### src/rtl/toy_bus_mst_arb.sv
// toy_bus_mst_arb
// Merges the instruction-fetch requester (r0) and the LSU requester (r1) onto
// the single toy_bus master port. The request path is combinational. The grant
// is held ("locked") while the bus stalls a presented request. A small order
// FIFO of requester IDs routes each in-order ack back to the requester that
// issued the matching request.
//
// Optional feature (compile-time macro TOY_BUS_ARB_QOS_EN):
//   defined   : the LSU has fixed priority over fetch. A starvation counter
//               hands the next grant to fetch after 4 LSU grants taken while
//               fetch was waiting.
//   undefined : two-way round robin, fetch first after reset.
//
// Ports
//   clk, rst                   clock, synchronous active-high reset
//   rN_req_*  (N=0,1)          requester request channel (vld/rdy + payload)
//   rN_ack_*  (N=0,1)          ack channel back to requester N
//   m_req_*                    muxed request to the bus master port
//   m_ack_*                    ack from the bus (in request order)
//   ost_cnt                    number of outstanding requests
module toy_bus_mst_arb #(
  parameter int ADDR_WIDTH = 32,
  parameter int DATA_WIDTH = 32,
  parameter int SB_WIDTH   = 32,
  parameter int OST_DEPTH  = 4
) (
  input  logic                        clk,
  input  logic                        rst,

  input  logic                        r0_req_vld,
  output logic                        r0_req_rdy,
  input  logic [ADDR_WIDTH-1:0]       r0_req_addr,
  input  logic [DATA_WIDTH-1:0]       r0_req_data,
  input  logic [DATA_WIDTH/8-1:0]     r0_req_strb,
  input  logic                        r0_req_opcode,
  input  logic [SB_WIDTH-1:0]         r0_req_sideband,
  output logic                        r0_ack_vld,
  input  logic                        r0_ack_rdy,
  output logic [DATA_WIDTH-1:0]       r0_ack_data,
  output logic [SB_WIDTH-1:0]         r0_ack_sideband,

  input  logic                        r1_req_vld,
  output logic                        r1_req_rdy,
  input  logic [ADDR_WIDTH-1:0]       r1_req_addr,
  input  logic [DATA_WIDTH-1:0]       r1_req_data,
  input  logic [DATA_WIDTH/8-1:0]     r1_req_strb,
  input  logic                        r1_req_opcode,
  input  logic [SB_WIDTH-1:0]         r1_req_sideband,
  output logic                        r1_ack_vld,
  input  logic                        r1_ack_rdy,
  output logic [DATA_WIDTH-1:0]       r1_ack_data,
  output logic [SB_WIDTH-1:0]         r1_ack_sideband,

  output logic                        m_req_vld,
  input  logic                        m_req_rdy,
  output logic [ADDR_WIDTH-1:0]       m_req_addr,
  output logic [DATA_WIDTH-1:0]       m_req_data,
  output logic [DATA_WIDTH/8-1:0]     m_req_strb,
  output logic                        m_req_opcode,
  output logic [SB_WIDTH-1:0]         m_req_sideband,
  input  logic                        m_ack_vld,
  output logic                        m_ack_rdy,
  input  logic [DATA_WIDTH-1:0]       m_ack_data,
  input  logic [SB_WIDTH-1:0]         m_ack_sideband,

  output logic [$clog2(OST_DEPTH+1)-1:0] ost_cnt
);

  localparam int CW = $clog2(OST_DEPTH+1);
  localparam int PW = $clog2(OST_DEPTH);

  logic [OST_DEPTH-1:0] r_ord;      // requester ID per FIFO slot
  logic [PW-1:0]        r_wr_ptr;
  logic [PW-1:0]        r_rd_ptr;
  logic [CW-1:0]        r_cnt;
  logic                 r_lock;
  logic                 r_lock_id;

  logic w_any_vld;
  logic w_full;
  logic w_empty;
  logic w_pick;
  logic w_gnt;
  logic w_push;
  logic w_pop;
  logic w_head;

  assign w_any_vld = r0_req_vld | r1_req_vld;
  assign w_full    = (r_cnt == CW'(OST_DEPTH));
  assign w_empty   = (r_cnt == '0);

`ifdef TOY_BUS_ARB_QOS_EN
  logic [2:0] r_starve;

  // LSU wins unless fetch has been passed over 4 times while waiting.
  assign w_pick = (r_starve >= 3'd4 && r0_req_vld) ? 1'b0 : r1_req_vld;
`else
  logic r_rr_ptr;

  // First valid requester at or after the round-robin pointer.
  assign w_pick = r_rr_ptr ? r1_req_vld : ~r0_req_vld;
`endif

  // A stalled request keeps its grant so the bus sees a stable payload.
  assign w_gnt = r_lock ? r_lock_id : w_pick;

  assign m_req_vld      = w_any_vld & ~w_full;
  assign m_req_addr     = w_gnt ? r1_req_addr     : r0_req_addr;
  assign m_req_data     = w_gnt ? r1_req_data     : r0_req_data;
  assign m_req_strb     = w_gnt ? r1_req_strb     : r0_req_strb;
  assign m_req_opcode   = w_gnt ? r1_req_opcode   : r0_req_opcode;
  assign m_req_sideband = w_gnt ? r1_req_sideband : r0_req_sideband;

  assign r0_req_rdy = m_req_vld & m_req_rdy & ~w_gnt;
  assign r1_req_rdy = m_req_vld & m_req_rdy &  w_gnt;

  assign w_push = m_req_vld & m_req_rdy;

  // Ack routing: the oldest outstanding request owns the ack channel.
  assign w_head    = r_ord[r_rd_ptr];
  assign m_ack_rdy = ~w_empty & (w_head ? r1_ack_rdy : r0_ack_rdy);
  assign w_pop     = m_ack_vld & m_ack_rdy;

  assign r0_ack_vld      = ~w_empty & m_ack_vld & ~w_head;
  assign r1_ack_vld      = ~w_empty & m_ack_vld &  w_head;
  assign r0_ack_data     = m_ack_data;
  assign r1_ack_data     = m_ack_data;
  assign r0_ack_sideband = m_ack_sideband;
  assign r1_ack_sideband = m_ack_sideband;

  assign ost_cnt = r_cnt;

  always_ff @(posedge clk) begin
    if (rst) begin
      r_ord     <= '0;
      r_wr_ptr  <= '0;
      r_rd_ptr  <= '0;
      r_cnt     <= '0;
      r_lock    <= 1'b0;
      r_lock_id <= 1'b0;
    end else begin
      if (w_push) begin
        r_ord[r_wr_ptr] <= w_gnt;
        r_wr_ptr        <= r_wr_ptr + 1'b1;
      end
      if (w_pop) begin
        r_rd_ptr <= r_rd_ptr + 1'b1;
      end
      r_cnt <= r_cnt + CW'(w_push) - CW'(w_pop);

      if (w_push) begin
        r_lock <= 1'b0;
      end else if (m_req_vld) begin
        r_lock    <= 1'b1;
        r_lock_id <= w_gnt;
      end
    end
  end

`ifdef TOY_BUS_ARB_QOS_EN
  always_ff @(posedge clk) begin
    if (rst) begin
      r_starve <= '0;
    end else if (w_push) begin
      if (!w_gnt) begin
        r_starve <= '0;
      end else if (r0_req_vld && r_starve != 3'd7) begin
        r_starve <= r_starve + 3'd1;
      end
    end
  end
`else
  always_ff @(posedge clk) begin
    if (rst) begin
      r_rr_ptr <= 1'b0;
    end else if (w_push) begin
      r_rr_ptr <= ~w_gnt;
    end
  end
`endif

endmodule
### config.mk
export PLATFORM = sky130hd
export DESIGN_NAME = toy_bus_mst_arb
export DESIGN_NICKNAME = d
export VERILOG_FILES = /design/src/rtl/toy_bus_mst_arb.sv
export SDC_FILE = /design/constraint.sdc
export NUM_CORES = 1
export LEC_CHECK = 0
export ABC_AREA = 1
export ABC_CLOCK_PERIOD_IN_PS = 4400
export BUFFER_PORTS_ARGS = -buffer_cell sky130_fd_sc_hd__buf_2
export CORE_AREA = 2 2 200 202
export CTS_CLUSTER_DIAMETER = 200
export DETAILED_ROUTE_END_ITERATION = 8
export DIE_AREA = 0 0 202 204
export HOLD_SLACK_MARGIN = 0.06
export PLACE_DENSITY = 0.32
export SYNTH_ARGS = -nofsm -noshare
export SYNTH_HDL_FRONTEND = slang
export SYNTH_SLANG_ARGS = --single-unit
### constraint.sdc
create_clock -name clk -period 4.4 [get_ports clk]
set_input_delay 0.22 -clock clk [delete_from_list [all_inputs] [get_ports clk]]
set_output_delay 0.22 -clock clk [all_outputs]
set_load 0.1 [all_outputs]
==> impl_metrics.toml, run 1 <==
[run]
cap_violations = 0

[detailed_routing]
drtPass1Iterations = 4
viasPerCell = 2.95
drt_iter0_markers = 180
ant_nets = 0
drc = 0
vias = 3738
drt_wl_total_mm = 14.8
avgRoutedWirePerCell_um = 11.7

[clocking]
hold_buffers = 0
cts_buffers = 3
clk_latency_ns = 0.24
clkTransAtPathRegs_ns = 0.05
clock-sinks = 14
clk_path_buf_depth = 2
cts_setup_buffers = 0
tritoncts = "done"
htree_levels = 1
cts_root_buf = "clkbuf_16"
cts_resized = 0

[sta]
fin_crit_sh_pct = 57.0
finalSetupViolations = 0
max_freq_mhz = 399
worst_pin_slew_ns = 0.502
clock_skew_ns = 0.00160
hold_viol_final = 0
min_period_ns = 2.51
maxSlewHeadroom_pct = 66.6
grt_setup_unrepaired = "false"
drv_slew = 0
tns_ns = 0

[setup_path]
worstPathArrival_ns = 2.29
critical_path_class = "reg2out"
cp_max_fo = 35
crit_path_start_kind = "flip-flop"
required_ns = 4.18
end_kind = "output pin"

[global_route]
grt_usage_pct = 6.34
grt_pass1_wl_mm = 20.3
grt_overflow = 0
grt_max_degree = 48
antenna_found_initial = 1
grt_pass1_vias = 3483

[finish]
drive_above_1_share_pct = 46.0
antenna_cells = 0
final_cells = 1267
layout.nets = 1024
syn2layout_area_growth_pct = 40.5

[logic_synthesis]
ys_top_cells_by_count = "nand2_1 (321), buf_4 (133), inv_1 (18)"
synth_area_leaders = "nand2_1 (39%), buf_4 (32%), dfxtp_1 (9.1%)"
async_reset_ff_share_pct = 0
yosysUniqueCellTypes = 27
ys_seq_elements = 14
syn_avg_cell_area_um2 = 5.46
yosys.area.top_type_share_pct = 39.0
synth_ff_type = "dfxtp_1"
seq_area_frac_synth_pct = 9.08
yosysMostFrequentCell = "nand2_1"
syn_nets = 847
synth_area_leader_cell = "nand2_1"
synth_edf_count = 0
syn_area_mm2 = 0.00309
yosysWarnings = 0
syn_inst = 566

[place]
place_congestion = 0.686
dp_hpwl_mm = 12.6
port_buffers = 319
dp.cells = 1263

[floorplanning]
die_y_um = 204
dieArea_mm2 = 0.0412
start_util_pct = 7.88
row_count = 73
boundaryPins = 512
core_mm2 = 0.0392
die_x_um = 202

[outcome]
status = "completed"

[power]
max-vdd-ir-drop_uv = 368
p_leak_nw = 2.63
p_per_area_mw_per_mm2 = 756

[hold_path]
hold_path.class = "in2reg"
-- layout by cell type (no fill, tap or decap), drive strengths merged --
cell type and n:
a211oi 1, a21oi 8, buf 324, clkbuf 4, dfxtp 14, fa 1, ha 6, inv 21
nand2 325, nand3 6, nand3b 2, nor2 16, nor3 1, o21ai 9, or2 2, xor2 2
-- logic make-up (layout without fill, tap and decap cells) --
group / Yosys count / in the layout / synth area share (%)
adders and majority gates: 7 / 7 / 3.08
and+or+nand+nor: 352 / 352 / 44.5
DFF: 14 / 14 / 9.08
buffers and inverters: 173 / 349 / 39.7
xor gates and xnor gates: 2 / 2 / 0.567
AOI/OAI and AO/OA: 18 / 18 / 3.00
-- path summary, 6_finish.rpt --
check                           startpoint        endpoint  slack [ns]  depth (start not counted)
worst max-delay path              r_rr_ptr  m_req_addr[23]        1.89                          9
worst min-delay path             m_req_rdy          r_lock        0.22                          2
worst max register to register  ost_cnt[1]      ost_cnt[2]        1.98                         12
worst min register to register   r_lock_id       r_lock_id        0.47                          2
-- power by group --
group	internal, W	switching (W)
Combinational	0.000416	0.00250
Clock	0.000138	0.0000562
Sequential	0.000152	0.0000234
Total	0.000706	0.00258
-- state kept, by name (all words and copies together), names as in the netlist --
register	cells
r_ord	4
ost_cnt	3
r_rd_ptr	2
r_wr_ptr	2
r_lock	1
r_lock_id	1
r_rr_ptr	1
-- layer usage --
layer  global-route usage, %  up-vias  wire length (um)
li1                        -     1913                 -
met1                    7.06     1533              5500
met2                    10.5      218              6850
met3                    2.47       74              1690
met4                    3.18        0               749
met5                       0        -                 0
-- final cells by class --
class,count,area (um2)
clock buffer,4,88.8
fill,4654,34800
inverter,21,81.3
multi-input combinational,379,1590
sequential,14,280
tap,525,657
timing repair buffer,324,1650
-- per-stage QoR --
step / hold slack, ns / setup slack, ns / area, um2 / utilization, % / total power (W)
after detailed placement: 0.441 / 1.94 / 4250 / 10.8 / 0.00313
after floorplan: 0.310 / 0.984 / 3090 / - / 0.00321
after global placement: 0.441 / 1.97 / 4250 / 10.8 / 0.00313
after global routing: 0.227 / 1.68 / 4340 / 11.1 / 0.00345
after CTS: 0.217 / 1.81 / 4340 / 11.1 / 0.00333
final: 0.218 / 1.89 / 4340 / 11.1 / 0.00328
-- critical path, cell delays in order (launching register included) --
cell,delay (ns)
dfxtp_1,0.31
inv_1,0.07
nand2_1,0.05
nand3b_1,0.12
nand2_4,0.15
inv_4,0.35
buf_4,0.34
nand2_1,0.08
nand2_1,0.10
buf_2,0.44
Note: power is estimated with default switching activity, not from simulation.
==> inputs of run 2 (changes only) <==
- ABC_CLOCK_PERIOD_IN_PS: 4400 -> 2620
- CORE_AREA: 2 2 200 202 -> 2 2 201 203
- DIE_AREA: 0 0 202 204 -> 0 0 203 205
- clock period: 4.4 -> 2.62 ns (I/O delays scaled with it)
==> run 2 against run 1 <==
  * Power grew 110%
  * Via count grew 0.67%
  * Die area grew 0.99%
  * Global-route usage shrank 0.078 points
  * Hold slack lost 0.081 ns
  * Sequential cell count is the same
  * Non-clock buffer count is the same
  * Final cell count is the same
  * Critical endpoint is now ost_cnt[2]
  * Largest power group unchanged
==> impl_metrics.toml, run 2 (synthesis gave the netlist of run 1 again) <==
[sta]
clock_skew_ns = 0.00141
min_period_ns = 2.33
worst_pin_slew_ns = 0.499
fin_crit_sh_pct = 88.9
finalSetupViolations = 0
grt_setup_unrepaired = "false"
max_freq_mhz = 429
maxSlewHeadroom_pct = 66.9
tns_ns = 0
drv_slew = 0
hold_viol_final = 0

[place]
dp_hpwl_mm = 12.7
port_buffers = 319
place_congestion = 0.765

[finish]
drive_above_1_share_pct = 46.5
seq_area_um2 = 289
largest-register = "r_ord"
final_common_cell = "nand2_1"
layout.nets = 1024
multi_input_area_mm2 = 0.00159
fill_cells = 4548
utilization_pct = 14.4
largest_reg_flops = 4
antenna_cells = 0
final_cell_mix = "nand2_1 (321), buf_2 (231), buf_12 (90)"
syn2layout_area_growth_pct = 84.0

[clocking]
clk_latency_ns = 0.24
clock-sinks = 14
hold_buffers = 0
htree_levels = 1
cts_root_buf = "clkbuf_16"
clkTransAtPathRegs_ns = 0.05
tritoncts = "done"
cts_buffers = 3
cts_setup_buffers = 0
clk_path_buf_depth = 2
cts_resized = 0

[detailed_routing]
drtPass1Iterations = 4
vias = 3763
drt_wl_total_mm = 14.9
viasPerCell = 2.97
drc = 0
ant_nets = 0
avgRoutedWirePerCell_um = 11.8
drt_iter0_markers = 154

[global_route]
met3_usage_pct = 2.43
grt_max_degree = 59
antenna_found_initial = 0
grt_overflow = 0
grt_pass1_wl_mm = 20.6
grt_pass1_vias = 3588
grt_usage_pct = 6.26
grt_use_met2_pct = 10.1
busiest_layer = "met2"
met1_usage_pct = 7.33

[setup_path]
cp_max_fo = 5
cpLargestDelayFamily = "adder cells"
crit_path_start_kind = "flip-flop"
path_cells = "inv_2 > nand2_1 > nand3_2 > nand2_2 > nand2_1 > nand3_1 > inv_1 > ha_1 > inv_1 > ha_1 > inv_1 > fa_1 > xor2_1 > o21ai_0 > a21oi_1"
required_ns = 2.75
endpoint = "ost_cnt[2]"
slowest_stage = "dfxtp_1"
end_kind = "flip-flop"
r2r_cells = 15
worstPathArrival_ns = 2.45
crit_buf_inv = 4
cp_common_cell = "inv_1"
crit_path_start = "r_rd_ptr[0]"
cpPeakStageDelay_ns = 0.41
path_depth = 15
r2r_end = "ost_cnt[2]"
reg2reg_slack_ns = 0.29
critical_path_class = "reg2reg"
r2r_start = "r_rd_ptr[0]"

[floorplanning]
die_x_um = 203
boundaryPins = 512
row_count = 73
core_mm2 = 0.0394
start_util_pct = 7.84
die_y_um = 205
dieArea_mm2 = 0.0416

[power]
max-vdd-ir-drop_uv = 916
p_per_area_mw_per_mm2 = 1200
p_leak_nw = 3.08

[outcome]
status = "completed"

[hold_path]
hold_path.class = "in2reg"

[run]
cap_violations = 0
run 2: layout make-up:
cell class              instances  share of cell area [%]
flip-flops and latches         14                    5.09
inverters                      21                    1.48
well taps                     525                    11.6
multi-input cells             379                    28.0
clock inverters                 1                  0.0661
repair buffers                324                    52.5
clock buffers                   3                    1.32
run 2: metrics by stage:
stage / power, W / cell area (um2) / setup slack, ns / std cells / hold WS (ns)
2_1_floorplan: 0.00540 / 3110 / 0.0140 / 566 / 0.221
3_3_place_gp: 0.00661 / 5600 / 0.303 / 1263 / 0.263
3_5_place_dp: 0.00659 / 5600 / 0.294 / 1263 / 0.263
4_1_cts: 0.00690 / 5680 / 0.285 / 1267 / 0.140
5_1_grt: 0.00710 / 5680 / 0.124 / 1267 / 0.147
6_report: 0.00682 / 5680 / 0.291 / 1267 / 0.138
run 2: how the worst min path moves through the flow:
stage | start | end | slack (ns) | cells past startpoint
floorplan | m_req_rdy | r_lock | 0.22 | 1
global placement | m_ack_sideband[21] | r0_ack_sideband[21] | 0.26 | 0
detailed placement | m_ack_sideband[21] | r0_ack_sideband[21] | 0.26 | 0
CTS | m_req_rdy | r_lock | 0.14 | 2
global route | m_req_rdy | r_lock | 0.15 | 2
finish | m_req_rdy | r_lock | 0.14 | 2
run 2: report_power, final:
group          internal, W  switching (W)  total, W
clock network     0.000202      0.0000866  0.000288
registers         0.000264      0.0000388  0.000302
logic              0.00180        0.00444   0.00623
run 2: routing by layer:
metal  vias up  wire length [um]
met1      1553              5710
li1       1912                 -
met5         -                 0
met3        66              1710
met4         0               678
met2       232              6810
==> inputs of run 3 (changes only) <==
- ABC_CLOCK_PERIOD_IN_PS: 2620 -> 2000
- CORE_AREA: 2 2 201 203 -> 2 2 200 202
- DIE_AREA: 0 0 203 205 -> 0 0 202 204
- GPL_TIMING_DRIVEN: unset -> 0
- PLACE_DENSITY: 0.32 -> 0.33
- clock period: 2.62 -> 2 ns (I/O delays scaled with it)
==> run 3 against run 2 <==
  * Critical endpoint unchanged
  * Sequential cell count unchanged
  * Power increased by 45%
  * Clock power is 49% higher
  * Largest power group unchanged
  * Fmax up 13%
  * The flow now finishes with violations (negative setup slack)
  * Register-to-register slack worse by 0.35 ns
  * Die area shrank 0.98%
==> impl_metrics.toml, run 3 (synthesis gave the netlist of run 1 again) <==
[setup_path]
required_ns = 2.13
slowest_stage = "dfxtp_4"
cp_common_cell = "inv_2"
cp_max_fo = 4
critical_path_class = "reg2reg"
cpPeakStageDelay_ns = 0.38
path_cells = "inv_4 > nand2_2 > nand3_2 > nand3b_1 > nand3_4 > inv_2 > ha_4 > inv_2 > ha_4 > inv_2 > fa_2 > xor2_2 > o21ai_1 > a21oi_1"
crit_path_start_kind = "flip-flop"
end_kind = "flip-flop"
worstPathArrival_ns = 2.19

[global_route]
grt_overflow = 0
grt_pass1_vias = 4717
grt_pass1_wl_mm = 27.4
antenna_found_initial = 0
grt_usage_pct = 8.49
grt_max_degree = 13

[finish]
largest-register = "r_ord"
largest_reg_flops = 4
layout.nets = 1308
final_cell_mix = "buf_2 (345), nand2_1 (310), buf_4 (166)"
syn2layout_area_growth_pct = 126
antenna_cells = 0
fill_cells = 4581
utilization_pct = 17.8
final_common_cell = "buf_2"
drive_above_1_share_pct = 63.7

[clocking]
clock-sinks = 14
clk_path_buf_depth = 2
hold_buffers = 0
clk_latency_ns = 0.25
tritoncts = "done"
clkTransAtPathRegs_ns = 0.05
htree_levels = 1
cts_root_buf = "clkbuf_16"
cts_buffers = 3

[place]
dp_hpwl_mm = 17.3
dp_slack_ns = -0.328
place_congestion = 0.739
port_buffers = 446

[floorplanning]
core_mm2 = 0.0392
dieArea_mm2 = 0.0412
start_util_pct = 7.88
die_x_um = 202
row_count = 73
boundaryPins = 512
die_y_um = 204

[hold_path]
hold_path.class = "in2reg"

[detailed_routing]
ant_nets = 0
drc = 0
drtPass1Iterations = 4
avgRoutedWirePerCell_um = 12.8
vias = 4770
drt_wl_total_mm = 19.8
drt_iter0_markers = 142
viasPerCell = 3.08

[sta]
grt_setup_unrepaired = "true"
layout_setup_ws_ns = -0.0574
fin_crit_sh_pct = 103
tns_ns = -0.0574
hold_slack_ns = 0.134
worst_pin_slew_ns = 0.525
hold_viol_final = 0
clock_skew_ns = 0.00526
min_period_ns = 2.06
finalSetupViolations = 1
max_freq_mhz = 486
maxSlewHeadroom_pct = 65.0
drv_slew = 0

[power]
p_leak_nw = 4.10
max-vdd-ir-drop_uv = 882
p_total_w = 0.00993
p_per_area_mw_per_mm2 = 1420

[run]
cap_violations = 0

[outcome]
status = "complete, but fails checks"
violations = "negative setup slack"
## run 3: cell count changes in the layout (fill, tap and decap cells not counted), moves of 8 or more
cell,delta
buf_4,+163
nand2_2,+10
buf_2,+114
clkbuf_4,+14
buf_12,-82
buf_6,+65
nand2_1,-11
buf_8,+8
## run 3: cell type report
type,instances,area (um2),area share [%]
plain buffers,151,1200,17.2
clock buffers,4,88.8,1.27
inverters,21,96.3,1.38
multi-input cells,379,1720,24.6
flip-flops and latches,14,297,4.25
well taps,525,657,9.42
repair buffers,457,2920,41.9
## run 3: where the power goes
group / switching (W) / internal, W
logic: 0.00697 / 0.00209
registers: 0.0000793 / 0.000351
clock network: 0.000126 / 0.000304
## run 3: routing by layer
layer	vias to the layer above	wire, um	share of wire [%]	GRT usage [%]
met1	2059	8510	43	11.3
li1	2488	-	-	-
met2	220	10000	51	15.3
met3	3	1250	6.3	1.05
met5	-	0	0	0
met4	0	27	0.14	0.315
## run 3: final timing paths
check | start | endpoint | slack, ns | cells past startpoint
setup / recovery | r_rd_ptr[0] | ost_cnt[2] | -0.06 | 14
hold / removal | m_req_rdy | r_lock | 0.13 | 2
hold reg to reg | r_lock_id | r_lock_id | 0.45 | 2
setup reg to reg | r_rd_ptr[0] | ost_cnt[2] | -0.06 | 14
## run 3: what timing repair did
action | CTS | global route
cloned | 0 | 1
endpoints found under the setup margin | 104 | 92
resized for setup | 147 | 108
pin swaps | 4 | 5
setup buffers | 9 | 2
## run 3: critical path: cells and delay by family (launching register included)
family / cells / cell delay [ns]
adders and majority gates: 3 / 0.65
and+or+nand+nor: 4 / 0.39
xor gates and xnor gates: 1 / 0.15
buffers and inverters: 4 / 0.21
DFF: 1 / 0.38
AOI/OAI and AO/OA: 2 / 0.17
## run 3: per-stage QoR
| step | cells | cell area, um2 |
|---|---|---|
| 6_report | 1551 | 6970 |
| 5_1_grt | 1551 | 6970 |
| 4_1_cts | 1549 | 6590 |
| 3_5_place_dp | 1537 | 6020 |
| 3_3_place_gp | 1537 | 6020 |
| 2_1_floorplan | 566 | 3130 |
